[config.mk]
export PLATFORM = sky130hd
export DESIGN_NAME = register_file
export DESIGN_NICKNAME = d
export VERILOG_FILES = /design/src/rtl/register_file_pkg.sv /design/src/rtl/register_file_read_port.sv /design/src/rtl/register_file.sv
export SDC_FILE = /design/constraint.sdc
export NUM_CORES = 1
export LEC_CHECK = 0
export ABC_CLOCK_PERIOD_IN_PS = 3800
export CORE_AREA = 3 3 71 73
export DETAILED_ROUTE_END_ITERATION = 12
export DIE_AREA = 0 0 74 76
export GPL_ROUTABILITY_DRIVEN = 0
export PLACE_DENSITY = 0.79
export SLEW_MARGIN = 40
export SYNTH_ARGS = -nofsm -noshare
export SYNTH_HDL_FRONTEND = slang
export SYNTH_SLANG_ARGS = --single-unit
[constraint.sdc]
create_clock -name clock -period 3.8 [get_ports clock]
set_clock_uncertainty 0.1 [all_clocks]
set_input_delay 0.76 -clock clock [delete_from_list [all_inputs] [get_ports clock]]
set_output_delay 0.76 -clock clock [all_outputs]
set_load 0.05 [all_outputs]
[src/rtl/register_file_pkg.sv]
// register_file_pkg: shared register indices and default data width for the i281 register file
package register_file_pkg;
  localparam int DEF_WIDTH = 8;
  localparam logic [1:0] REG_A = 2'd0;
  localparam logic [1:0] REG_B = 2'd1;
  localparam logic [1:0] REG_C = 2'd2;
  localparam logic [1:0] REG_D = 2'd3;
endpackage

[src/rtl/register_file_read_port.sv]
// regfile_read_port: 4:1 operand mux with optional same-cycle write forwarding
//   regs    in  4 x WIDTH  stored register contents, index 0=A .. 3=D
//   sel     in  2          register to read
//   wr_hit  in  1          a write commits on the coming edge (run & wr_en)
//   wr_sel  in  2          register being written
//   wr_data in  WIDTH      value being written
//   data    out WIDTH      selected operand
module regfile_read_port #(
  parameter int WIDTH = register_file_pkg::DEF_WIDTH,
  parameter bit BYPASS = 1'b0
) (
  input  logic [3:0][WIDTH-1:0] regs,
  input  logic [1:0]            sel,
  input  logic                  wr_hit,
  input  logic [1:0]            wr_sel,
  input  logic [WIDTH-1:0]      wr_data,
  output logic [WIDTH-1:0]      data
);
  always_comb data = (BYPASS && wr_hit && wr_sel == sel) ? wr_data : regs[sel];
endmodule

[src/rtl/register_file.sv]
// register_file: four-entry general-purpose register file (A..D) with two read ports and one write port
//   clock, reset (async, active-high), run (global gate)
//   wr_en/wr_sel/wr_data             write port, committed on rising edge when run & wr_en
//   rd_sel_left/rd_sel_right         read selects -> reginputleft/reginputright (combinational)
//   reg_a..reg_d                     raw contents for display
//   last_wr_sel                      index of most recently committed write
//   wr_strobe                        high the cycle after each committed write
module register_file
  import register_file_pkg::*;
#(
  parameter int WIDTH = DEF_WIDTH,
  parameter bit BYPASS = 1'b0
) (
  input  logic             clock,
  input  logic             reset,
  input  logic             run,
  input  logic             wr_en,
  input  logic [1:0]       wr_sel,
  input  logic [WIDTH-1:0] wr_data,
  input  logic [1:0]       rd_sel_left,
  input  logic [1:0]       rd_sel_right,
  output logic [WIDTH-1:0] reginputleft,
  output logic [WIDTH-1:0] reginputright,
  output logic [WIDTH-1:0] reg_a,
  output logic [WIDTH-1:0] reg_b,
  output logic [WIDTH-1:0] reg_c,
  output logic [WIDTH-1:0] reg_d,
  output logic [1:0]       last_wr_sel,
  output logic             wr_strobe
);
  logic [3:0][WIDTH-1:0] regs;
  logic commit;
  assign commit = run & wr_en;
  always_ff @(posedge clock or posedge reset) begin
    if (reset) begin
      regs <= '0;
      last_wr_sel <= REG_A;
      wr_strobe <= 1'b0;
    end else begin
      wr_strobe <= commit;
      if (commit) begin
        regs[wr_sel] <= wr_data;
        last_wr_sel <= wr_sel;
      end
    end
  end
  assign reg_a = regs[REG_A];
  assign reg_b = regs[REG_B];
  assign reg_c = regs[REG_C];
  assign reg_d = regs[REG_D];
  regfile_read_port #(.WIDTH(WIDTH), .BYPASS(BYPASS)) u_left (
    .regs(regs), .sel(rd_sel_left), .wr_hit(commit), .wr_sel(wr_sel), .wr_data(wr_data), .data(reginputleft)
  );
  regfile_read_port #(.WIDTH(WIDTH), .BYPASS(BYPASS)) u_right (
    .regs(regs), .sel(rd_sel_right), .wr_hit(commit), .wr_sel(wr_sel), .wr_data(wr_data), .data(reginputright)
  );
endmodule

# [Yosys cells after proc, flatten, opt, wreduce, memory -nomap -nowiden]
# Cells that the tools add are included.
[totals] ff_bits=35 input_bits=18 out_inout_bits=51 wordCells=19
[classes] order_cmp=4 muxes=7 n_bitwise=1 reduce_logical=1
[op_table] operator="binary-select mux 8 bit (select 2 bit)" n=2
[op_table] operator="bitwise mux 32 bit" n=1
[op_table] operator="two-way mux 8 bit" n=3
[op_table] operator="demux 8 bit (select 2 bit)" n=1
[op_table] operator="< comparator 2 x 3 -> 1 bit, second input constant" n=3
[op_table] operator="greater-or-equal comparator 2 x 1 -> 1 bit, second input constant" n=1
[op_table] operator="AND 1 bit" n=1
[op_table] operator="logical AND 1 bit" n=1

# [Depth between registers and ports, before layout]
# Gate-level depths: netlist of the first run.
[depth] word_depth=5 depth_mapped=3

# [Modules after synthesis]
# From an unflattened synthesis of the first run, not the netlist that was laid out.
[unflattened] hier_cells=97 area_unflattened_um2=1759.2
[by_module_without_submodules] module="register_file" instances=1 cells_each=77 area_each_um2=1366.3
[by_module_without_submodules] module="regfile_read_port" instances=2 cells_each=10 area_each_um2=196.4

# [Least setup slack after synthesis of the first run]
# Ideal clock, no wire load.
[synth_timing] path_kind="in2out" start="input rd_sel_left[0]" end="output reginputleft[0]" arrival_time_ns=1.666 required_ns=2.940 setup_slack_ns=1.274 path_stages=2 n_path_buf=1 path_cell_list="buf_2 > mux4_2"
[synth_between] elab_chain_cells=2
[synth_rtl] element="start: declaration" line="register_file.sv:20" rtl="input logic [1:0] rd_sel_left,"
[synth_rtl] element="binary-select mux 8 bit (select 2 bit)" line="register_file_read_port.sv:19" rtl="always_comb data = (BYPASS && wr_hit && wr_sel == sel) ? wr_data : regs[sel];"
[synth_rtl] element="two-way mux 8 bit (not written as such)" line="register_file_read_port.sv:19"
[synth_rtl] element="end: declaration" line="register_file.sv:22" rtl="output logic [WIDTH-1:0] reginputleft,"
# No other way between the ends. The select of a mux whose other input is x is not followed.

# [Worst setup path in the final report of the first run]
[layout_timing] start="input rd_sel_left[1]" end="output reginputleft[6]"
# Same word-level chain as after synthesis.

==> impl_summary.log, run 1 <==
[metrics] nets@finish: 188
[metrics] Chip Height: between 70 and 80 µm
[metrics] share of the core filled with cells: 0.5720
[metrics] pin count of the biggest net entering global routing: 36
[metrics] cell row count: 24
[metrics] unrepaired setup endpoints after global routing: no
[metrics] path class of the lowest-slack min-delay path: flop to flop
[metrics] clk sink count: 35
[metrics] final hold vios: 0
[metrics] number of antenna violations at the first check in global routing: 0
[metrics] total routing usage reported by global routing: 0.1712
[metrics] kind of launch point of the worst setup path: input port
[metrics] filler instances: between 300 and 400
[metrics] post-detailed-placement cell area: roughly 2400 µm²
[metrics] cts repair resizes: 0
[metrics] standby leakage power: 1.074 nW
[metrics] Worst-Margin Slew: 610.7 ps
[metrics] area of all placed cells without fillers: ~2500 µm²
[metrics] Fin Setup TNS: 0 ps
[metrics] die area: ~5600 µm²
[metrics] number of max-slew violations in the final report: 0
[metrics] average detailed-routed wire length per instance: 19.54 µm
[metrics] final routed DRC violation total: 0
[metrics] Area Growth Syn to Fin: 44.56%
[metrics] Crit path required time: 2940 ps
[metrics] portion of the clock cycle consumed by the worst path in the final layout: 0.8337
[metrics] Netlist Area Pre-Place: 1747 µm²
[metrics] setup bufs post-CTS: 0
[metrics] post-synthesis cell count: 97
[metrics] Remaining Overflow, GRT: 0
[metrics] relative slew slack: 0.5929
[metrics] net count after synthesis: ~120
[metrics] 1st-iter DRT viols: 70
[metrics] total routed wirelength: 4358 µm
[metrics] sequential element share of the synthesized area: 0.5014
[metrics] total via count after detailed routing: 1,201
[metrics] ratio of total power to cell area: 671.0 nW/µm²
[metrics] effective utilization at floorplan: 0.3957
[metrics] Synth Area in XOR/XNOR: 0
[metrics] wire length of the first global-routing pass: 7348 µm
[metrics] Post-Synthesis Mean Instance Area: 18.01 µm²
[metrics] category of cells accounting for the largest share of critical-path delay: buffers and inverters
[metrics] share of final-layout standard cells stronger than drive strength 1: 0.4561
[metrics] outcome: finished, final reports clean
[metrics] Final min period: 3168 ps
[metrics] commonest cells after routing, fill and taps aside: sky130_fd_sc_hd__clkdlybuf4s50_1 (52), sky130_fd_sc_hd__dfrtp_1 (35), sky130_fd_sc_hd__mux2_2 (26), sky130_fd_sc_hd__buf_4 (19), sky130_fd_sc_hd__mux4_2 (16)
[metrics] via count of the first global-routing pass: around 1,400
[metrics] CP Capture Type: output port
[metrics] multiplexer area fraction after synthesis: 0.4427
[metrics] total setup violations reported at the end of the flow: 0
[metrics] Critical Path Fanout Max: 8
[metrics] YS warnings: 0
[metrics] number of buffers on the longest clock path: 2
[metrics] max-cap violations: 0
[metrics] Compound-Gate Fraction of Synth Area: 0
[metrics] worst hold slack after final layout: 424.4 ps
[metrics] cell at the root of the clock tree: sky130_fd_sc_hd__clkbuf_8
[metrics] clock tree from TritonCTS: built
[metrics] number of buffers inserted by hold repair at cts: 0
[metrics] total of buffers placed on input and output ports: 68
[metrics] list of cells traversed by the critical path: clkdlybuf4s50_1 -> mux4_2 -> buf_4
[metrics] clock buffer count from CTS: 5
[metrics] critical path data arrival time: 2310 ps
[metrics] Worst-Skew Late Latency: ~280 ps
[metrics] DRT Pass-1 Iters: 4
[metrics] routed via count divided by cell count: 5.386
[metrics] fmax: 315.7 MHz
[metrics] Detail Route Antenna Nets: 0
[metrics] most common cell after layout, fill and taps aside: sky130_fd_sc_hd__clkdlybuf4s50_1
[metrics] Clock transition at path regs: 60 ps
[metrics] number of synthesized register bits: 35
[metrics] slowest stage cell on the critical path: sky130_fd_sc_hd__clkdlybuf4s50_1
[metrics] crit path buf inv count: 2
[metrics] overall die width: approximately 74 µm
[metrics] main combinational cell family by area after synthesis: multiplexers
[metrics] count of different cell masters after synthesis: 11
[metrics] Max stage delay on crit path: around 780 ps
[metrics] Max H-tree Level: 2
[metrics] area share of fa/ha/maj cells after synthesis: 0
[metrics] basic-gate share of the synthesized area counting and, or, nand and nor cells: 0.03367
[metrics] core region area: 4414 µm²
[metrics] maximum vdd drop: around 0.00043 V
[metrics] type of the setup path with the least slack: input port to output port
[metrics] Detailed Place HPWL: 3248 µm
[metrics] number of primary I/O pins: 69
[metrics] count of inserted antenna diode cells: 0
==> worst paths after layout <==
path,start,end,slack [ps],depth (start not counted)
max,rd_sel_left[1],reginputleft[6],630,3
min,last_wr_sel[1],last_wr_sel[1],420,1
max reg2reg,reg_a[5],reg_a[5],2870,1
min reg2reg,last_wr_sel[1],last_wr_sel[1],420,1
max in group asynchronous,reset,reg_b[2],2510,3
min in group asynchronous,reset,reg_d[7],780,3
==> synthesized netlist by cell type <==
cell | count | area (µm²)
sky130_fd_sc_hd__nand4_2 | 1 | 12.51
sky130_fd_sc_hd__nand4b_2 | 2 | 30.03
sky130_fd_sc_hd__dfrtp_1 | 35 | 875.8
sky130_fd_sc_hd__mux4_2 | 16 | 360.4
sky130_fd_sc_hd__mux2_4 | 8 | 120.1
sky130_fd_sc_hd__and4bb_1 | 1 | 12.51
sky130_fd_sc_hd__nand2_1 | 1 | 3.750
sky130_fd_sc_hd__buf_6 | 1 | 11.26
sky130_fd_sc_hd__inv_1 | 2 | 7.510
sky130_fd_sc_hd__mux2_2 | 26 | 292.8
sky130_fd_sc_hd__buf_2 | 4 | 20.02
==> cells by family (layout without fill, tap and decap cells) <==
kind of cell | after synthesis | after routing
muxes | 50 | 50
buffers and inverters | 7 | 81
DFF | 35 | 35
and+or+nand+nor | 5 | 5
==> registers in the layout, indices dropped and copies added, names as in the netlist <==
name / cells
last_wr_sel: 2
reg_a: 8
reg_b: 8
reg_c: 8
reg_d: 8
wr_strobe: 1
==> where the power goes <==
group	total, mW	internal (mW)	leakage [nW]	switching, mW
registers	0.532	0.452	0.420	0.0802
logic	0.914	0.341	0.612	0.573
clock network	0.248	0.128	0.0422	0.120
total	1.69	0.922	1.07	0.773
==> metrics by stage <==
| step | power [mW] | worst slack (ps) | std cells |
|---|---|---|---|
| 2_1_floorplan | 1.149 | 1274 | 97 |
| 3_3_place_gp | 1.443 | 635.3 | 215 |
| 3_5_place_dp | 1.458 | 622.4 | 215 |
| 4_1_cts | 1.712 | 618.1 | 223 |
| 5_1_grt | 1.773 | 585.0 | 223 |
| 6_report | 1.694 | 632.0 | 223 |
==> per-layer routing <==
metal / up-vias / GRT usage / routed length [µm]
met1: 618 / 0.2371 / 1823
met2: 54 / 0.2562 / 2102
li1: 526 / - / -
met5: - / 0 / 0
met3: 3 / 0.07256 / 400
met4: 0 / 0.02717 / 31
==> final cells by class <==
cell class                 count  area (µm²)  share of cell area
timing repair buffer          71       663.1              0.2626
tap                           52       65.06             0.02577
multi-input combinational     55       832.0              0.3295
inverter                       2       7.507            0.002973
sequential                    35       875.8              0.3469
clock inverter                 1       5.005            0.001982
clock buffer                   7       76.32             0.03023
Note: power is estimated with default switching activity, not from simulation.
==> inputs of run 2 (changes only) <==
--- a/config.mk
+++ b/config.mk
@@ -5,12 +5,12 @@
 export SDC_FILE = /design/constraint.sdc
 export NUM_CORES = 1
 export LEC_CHECK = 0
-export ABC_CLOCK_PERIOD_IN_PS = 3800
+export ABC_CLOCK_PERIOD_IN_PS = 2600
 export CORE_AREA = 3 3 71 73
 export DETAILED_ROUTE_END_ITERATION = 12
 export DIE_AREA = 0 0 74 76
 export GPL_ROUTABILITY_DRIVEN = 0
-export PLACE_DENSITY = 0.79
+export PLACE_DENSITY = 0.82
 export SLEW_MARGIN = 40
 export SYNTH_ARGS = -nofsm -noshare
 export SYNTH_HDL_FRONTEND = slang
==> constraint.sdc (replaced) <==
create_clock -name clock -period 2.6 [get_ports clock]
set_clock_uncertainty 0.1 [all_clocks]
set_input_delay 0.52 -clock clock [delete_from_list [all_inputs] [get_ports clock]]
set_output_delay 0.52 -clock clock [all_outputs]
set_load 0.05 [all_outputs]
==> run 2 against run 1 <==
Sequential share of layout area fell by 0.89 points. Total power is 51% higher. Die area did not move. Sequential power rose by 46%.
==> impl_summary.log, run 2 (synthesized netlist as in run 1, its figures left out) <==
[metrics] outcome: finished, final reports clean
[metrics] number of standard cells in the final layout excluding fillers: 226
[metrics] DRT Pass-1 Iters: 4
[metrics] path class of the lowest-slack min-delay path: flop to flop
[metrics] max-cap violations: 0
[metrics] type of the setup path with the least slack: input port to output port
[metrics] area of all placed cells without fillers: 2591 µm²
[metrics] Remaining Overflow, GRT: 0
[metrics] wire length of the first global-routing pass: 7410 µm
[metrics] list of cells traversed by the critical path: clkdlybuf4s50_1 -> buf_12 -> mux4_2 -> buf_4
[metrics] Chip Height: 76 µm
[metrics] total of buffers placed on input and output ports: 68
[metrics] Worst-Skew Late Latency: 280 ps
[metrics] die area: 5624 µm²
[metrics] worst reg2reg path endpoint: reg_d[5]
[metrics] cts repair resizes: 0
[metrics] number of max-slew violations in the final report: 0
[metrics] final routed DRC violation total: 0
[metrics] cell at the root of the clock tree: sky130_fd_sc_hd__clkbuf_8
[metrics] Worst R2R Setup Slack: roughly 1700 ps
[metrics] Crit path required time: a little under 2000 ps
[metrics] share of final-layout standard cells stronger than drive strength 1: 0.4713
[metrics] effective utilization at floorplan: 0.3957
[metrics] relative slew slack: 0.6453
[metrics] commonest cells after routing, fill and taps aside: sky130_fd_sc_hd__clkdlybuf4s50_1 (52), sky130_fd_sc_hd__dfrtp_1 (35), sky130_fd_sc_hd__mux2_2 (26), sky130_fd_sc_hd__buf_4 (20), sky130_fd_sc_hd__mux4_2 (16)
[metrics] category of cells accounting for the largest share of critical-path delay: buffers and inverters
[metrics] pin count of the biggest net entering global routing: 36
[metrics] startpoint of the lowest-slack hold path: last_wr_sel[0]
[metrics] total routed wirelength: 4579 µm
[metrics] worst setup slack before clock tree synthesis: 57.57 ps
[metrics] filler instances: about 350
[metrics] total chip power: 2.554 mW
[metrics] area taken by multi-input logic gates: between 800 and 900 µm²
[metrics] number of buffers on the longest clock path: 2
[metrics] DP Cell Count: 218
[metrics] average detailed-routed wire length per instance: between 20 and 25 µm
[metrics] kind of launch point of the worst setup path: input port
[metrics] Detailed Place HPWL: approximately 3300 µm
[metrics] Critical Path Fanout Max: 8
[metrics] overall die width: 74 µm
[metrics] Clock transition at path regs: 70 ps
[metrics] fmax: between 300 and 400 MHz
[metrics] Final min period: approximately 2500 ps
[metrics] count of inserted antenna diode cells: 0
[metrics] total routing usage reported by global routing: 0.1746
[metrics] post-detailed-placement cell area: 2491 µm²
[metrics] number of primary I/O pins: just under 70
[metrics] slack of the critical path: 67.74 ps
[metrics] unrepaired setup endpoints after global routing: no
[metrics] nets@finish: 191
[metrics] footprint of the flip-flops and latches: 875.8 µm²
[metrics] via count of the first global-routing pass: 1,338
[metrics] reg2reg path depth: 1
[metrics] number of antenna violations at the first check in global routing: 0
[metrics] standby leakage power: 1.108 nW
[metrics] slowest stage cell on the critical path: sky130_fd_sc_hd__clkdlybuf4s50_1
[metrics] Detail Route Antenna Nets: 0
[metrics] clk sink count: 35
[metrics] cell row count: 24
[metrics] worst hold slack after final layout: approximately 430 ps
[metrics] maximum vdd drop: 0.0005003 V
[metrics] CP Capture Type: output port
[metrics] portion of the clock cycle consumed by the worst path in the final layout: 0.9739
[metrics] 1st-iter DRT viols: 64
[metrics] reg-to-reg startpoint: reg_d[5]
[metrics] Worst-Margin Slew: roughly 530 ps
[metrics] Max stage delay on crit path: 520 ps
[metrics] clock buffer count from CTS: 5
[metrics] most common cell after layout, fill and taps aside: sky130_fd_sc_hd__clkdlybuf4s50_1
[metrics] routed via count divided by cell count: around 5.3
[metrics] final hold vios: 0
[metrics] crit path buf inv count: 3
[metrics] total setup violations reported at the end of the flow: 0
[metrics] instance count along the most critical hold path: 1
[metrics] Area Growth Syn to Fin: 48.35%
[metrics] Hold Path End: last_wr_sel[0]
[metrics] share of the core filled with cells: 0.5870
[metrics] setup bufs post-CTS: 0
[metrics] core region area: 4414 µm²
[metrics] Max H-tree Level: 2
[metrics] Fin Setup TNS: 0 ps
[metrics] clock tree from TritonCTS: built
[metrics] critical path data arrival time: 1910 ps
[metrics] launching element of the worst setup path: rd_sel_right[0]
[metrics] number of buffers inserted by hold repair at cts: 0
[metrics] total via count after detailed routing: 1,201
[metrics] ratio of total power to cell area: between 900 and 1000 nW/µm²
-- run 2: final cells by class --
| class | count | area share |
|---|---|---|
| multi-input combinational | 55 | 0.3211 |
| clock buffer | 8 | 0.03863 |
| inverter | 2 | 0.002897 |
| tap | 52 | 0.02511 |
| timing repair buffer | 74 | 0.2743 |
| sequential | 35 | 0.3380 |
-- run 2: where the power goes --
part,total [mW],switching (mW),internal [mW]
combinational,1.34,0.839,0.505
sequential,0.779,0.118,0.660
clock,0.432,0.190,0.242
-- run 2: how the worst max path moves through the flow --
stage / to / slack [ps] / cells past startpoint
floorplan: reginputleft[0] / 550 / 2
global placement: reginputleft[7] / 80 / 4
detailed placement: reginputleft[4] / 60 / 4
CTS: reginputleft[4] / 50 / 4
global route: reginputleft[0] / 30 / 4
finish: reginputright[2] / 70 / 4
-- run 2: metal layers --
layer	share of wire	vias to the layer above	GRT usage
met1	0.43	616	0.2408
met2	0.49	49	0.2704
met4	0.0070	0	0.03261
li1	-	533	-
met3	0.079	3	0.05805
met5	0	-	0
==> inputs of run 3 (changes only) <==
--- a/config.mk
+++ b/config.mk
@@ -6,11 +6,11 @@
 export NUM_CORES = 1
 export LEC_CHECK = 0
 export ABC_CLOCK_PERIOD_IN_PS = 2600
-export CORE_AREA = 3 3 71 73
+export CORE_AREA = 3 3 75 77
 export DETAILED_ROUTE_END_ITERATION = 12
-export DIE_AREA = 0 0 74 76
+export DIE_AREA = 0 0 78 80
 export GPL_ROUTABILITY_DRIVEN = 0
-export PLACE_DENSITY = 0.82
+export PLACE_DENSITY = 0.75
 export SLEW_MARGIN = 40
 export SYNTH_ARGS = -nofsm -noshare
 export SYNTH_HDL_FRONTEND = slang
==> run 3 against run 2 <==
Global-route usage fell by 1.4 points. Cell area is 0.48% higher. Largest power group unchanged. Sequential power hardly changed. Die area up 11%. Non-clock buffer count grew 2. Core utilization is 7.4 points lower. Wire length up 3.2%. Critical path depth is the same. Count of clock-buffer cells in the layout down 2. Worst hold slack worse by 20 ps. Combinational power about the same.
==> impl_summary.log, run 3 (synthesized netlist as in run 1, its figures left out) <==
[metrics] most common cell after layout, fill and taps aside: sky130_fd_sc_hd__clkdlybuf4s50_1
[metrics] cell at the root of the clock tree: sky130_fd_sc_hd__clkbuf_8
[metrics] number of standard cells in the final layout excluding fillers: 245
[metrics] unrepaired setup endpoints after global routing: no
[metrics] routed via count divided by cell count: 5.114
[metrics] maximum vdd drop: around 0.00054 V
[metrics] share of final-layout standard cells stronger than drive strength 1: 0.4800
[metrics] total via count after detailed routing: 1,253
[metrics] list of cells traversed by the critical path: clkdlybuf4s50_1 -> buf_4 -> mux4_2 -> buf_4
[metrics] path class of the lowest-slack min-delay path: flop to flop
[metrics] overall die width: 78 µm
[metrics] number of primary I/O pins: 69
[metrics] Post-Route M1 WL: a little over 2000 µm
[metrics] ratio of total power to cell area: 971.4 nW/µm²
[metrics] reg-to-reg startpoint: reg_a[5]
[metrics] Hold Path End: last_wr_sel[1]
[metrics] max-cap violations: 0
[metrics] highest routing layer actually used: met4
[metrics] number of max-slew violations in the final report: 0
[metrics] Worst-Skew Late Latency: between 200 and 300 ps
[metrics] cell row count: 26
[metrics] relative slew slack: 0.6537
[metrics] Max stage delay on crit path: 510 ps
[metrics] Critical Path Most Common Cell: sky130_fd_sc_hd__buf_4
[metrics] Critical Path Fanout Max: 4
[metrics] Detail Route Antenna Nets: 0
[metrics] 1st-iter DRT viols: 42
[metrics] number of antenna violations at the first check in global routing: 0
[metrics] reg2reg path depth: 1
[metrics] slowest stage cell on the critical path: sky130_fd_sc_hd__mux4_2
[metrics] clock tree from TritonCTS: built
[metrics] clock buffer count from CTS: 5
[metrics] commonest cells after routing, fill and taps aside: sky130_fd_sc_hd__clkdlybuf4s50_1 (52), sky130_fd_sc_hd__dfrtp_1 (35), sky130_fd_sc_hd__mux2_2 (26), sky130_fd_sc_hd__buf_4 (23), sky130_fd_sc_hd__mux4_2 (16)
[metrics] count of inserted antenna diode cells: 0
[metrics] filler instances: 439
[metrics] DP Cell Count: 238
[metrics] Fin Setup TNS: 0 ps
[metrics] startpoint of the lowest-slack hold path: last_wr_sel[1]
[metrics] critical path data arrival time: 1890 ps
[metrics] via count of the first global-routing pass: approximately 1,400
[metrics] Max H-tree Level: 2
[metrics] clk sink count: 35
[metrics] total chip power: ~2.5 mW
[metrics] nets@finish: roughly 190
[metrics] Detailed Place HPWL: 3476 µm
[metrics] total routing usage reported by global routing: 0.1609
[metrics] fmax: 397.7 MHz
[metrics] core region area: between 5000 and 6000 µm²
[metrics] worst reg2reg path endpoint: reg_a[5]
[metrics] total of buffers placed on input and output ports: 68
[metrics] CP Capture Type: output port
[metrics] wire length of the first global-routing pass: 7396 µm
[metrics] portion of the clock cycle consumed by the worst path in the final layout: 0.9672
[metrics] cts repair resizes: 0
[metrics] Final min period: 2515 ps
[metrics] met2 wire length: 2284 µm
[metrics] Worst R2R Setup Slack: 1680 ps
[metrics] Crit path required time: 1980 ps
[metrics] outcome: finished, final reports clean
[metrics] die area: 6240 µm²
[metrics] final hold vios: 0
[metrics] Met3 Wirelength: 308 µm
[metrics] total setup violations reported at the end of the flow: 0
[metrics] type of the setup path with the least slack: input port to output port
[metrics] final routed DRC violation total: 0
[metrics] Remaining Overflow, GRT: 0
[metrics] setup bufs post-CTS: 0
[metrics] number of buffers inserted by hold repair at cts: 0
[metrics] Worst-Margin Slew: 517.8 ps
[metrics] total routed wirelength: ~4700 µm
[metrics] average detailed-routed wire length per instance: roughly 19 µm
[metrics] Area Growth Syn to Fin: 49.07%
[metrics] Clock transition at path regs: ~60 ps
[metrics] number of buffers on the longest clock path: 2
[metrics] effective utilization at floorplan: 0.3442
[metrics] kind of launch point of the worst setup path: input port
[metrics] standby leakage power: 1.108 nW
[metrics] DRT Pass-1 Iters: 4
[metrics] Chip Height: 80 µm
[metrics] instance count along the most critical hold path: 1
[metrics] worst hold slack after final layout: roughly 410 ps
[metrics] pin count of the biggest net entering global routing: 36
-- run 3: changes by cell type in the layout (fill, tap and decap cells not counted) --
cell                       previous run  this run
sky130_fd_sc_hd__buf_12               2         1
sky130_fd_sc_hd__clkbuf_8             7         6
sky130_fd_sc_hd__clkbuf_1             1         0
sky130_fd_sc_hd__clkinv_2             0         1
sky130_fd_sc_hd__buf_4               20        23
-- run 3: worst max-delay path by stage --
stage,from,end,slack [ps],cells after the start
5_1_grt,rd_sel_left[0],reginputleft[3],50,4
3_5_place_dp,rd_sel_left[0],reginputleft[7],80,4
6_report,rd_sel_left[0],reginputleft[7],90,4
2_1_floorplan,rd_sel_left[0],reginputleft[0],550,2
3_3_place_gp,rd_sel_right[0],reginputright[0],90,4
4_1_cts,rd_sel_left[0],reginputleft[3],80,4
-- run 3: report_power, final --
group / switching [mW] / internal [mW]
Combinational: 0.841 / 0.505
Sequential: 0.121 / 0.660
Clock: 0.194 / 0.208
-- run 3: area by class of cell --
cell class	count	area (µm²)	area share
Clock buffer	6	82.58	0.03172
Clock inverter	1	5.005	0.001922
Inverter	2	7.507	0.002883
Multi-Input combinational cell	55	832.0	0.3196
Sequential cell	35	875.8	0.3364
Tap cell	70	87.58	0.03364
Timing Repair Buffer	76	713.2	0.2739
-- run 3: metrics by stage --
step	worst slack, ps	instance area (µm²)	util
after floorplan	553.7	1747	-
after global placement	89.35	2516	0.4958
after detailed placement	77.53	2516	0.4958
after CTS	77.93	2604	0.5131
after global routing	45.66	2604	0.5131
final	85.24	2604	0.5131
-- run 3: per-layer routing --
| layer | vias to the layer above | track usage |
|---|---|---|
| met4 | 0 | 0.07517 |
| li1 | 531 | - |
| met2 | 54 | 0.2620 |
| met1 | 657 | 0.1952 |
| met3 | 11 | 0.04966 |
| met5 | - | 0 |
-- run 3: worst max-delay path: cells and delay by family --
family	cells	cell delay (ps)
buffers and inverters	3	860
multiplexers	1	510
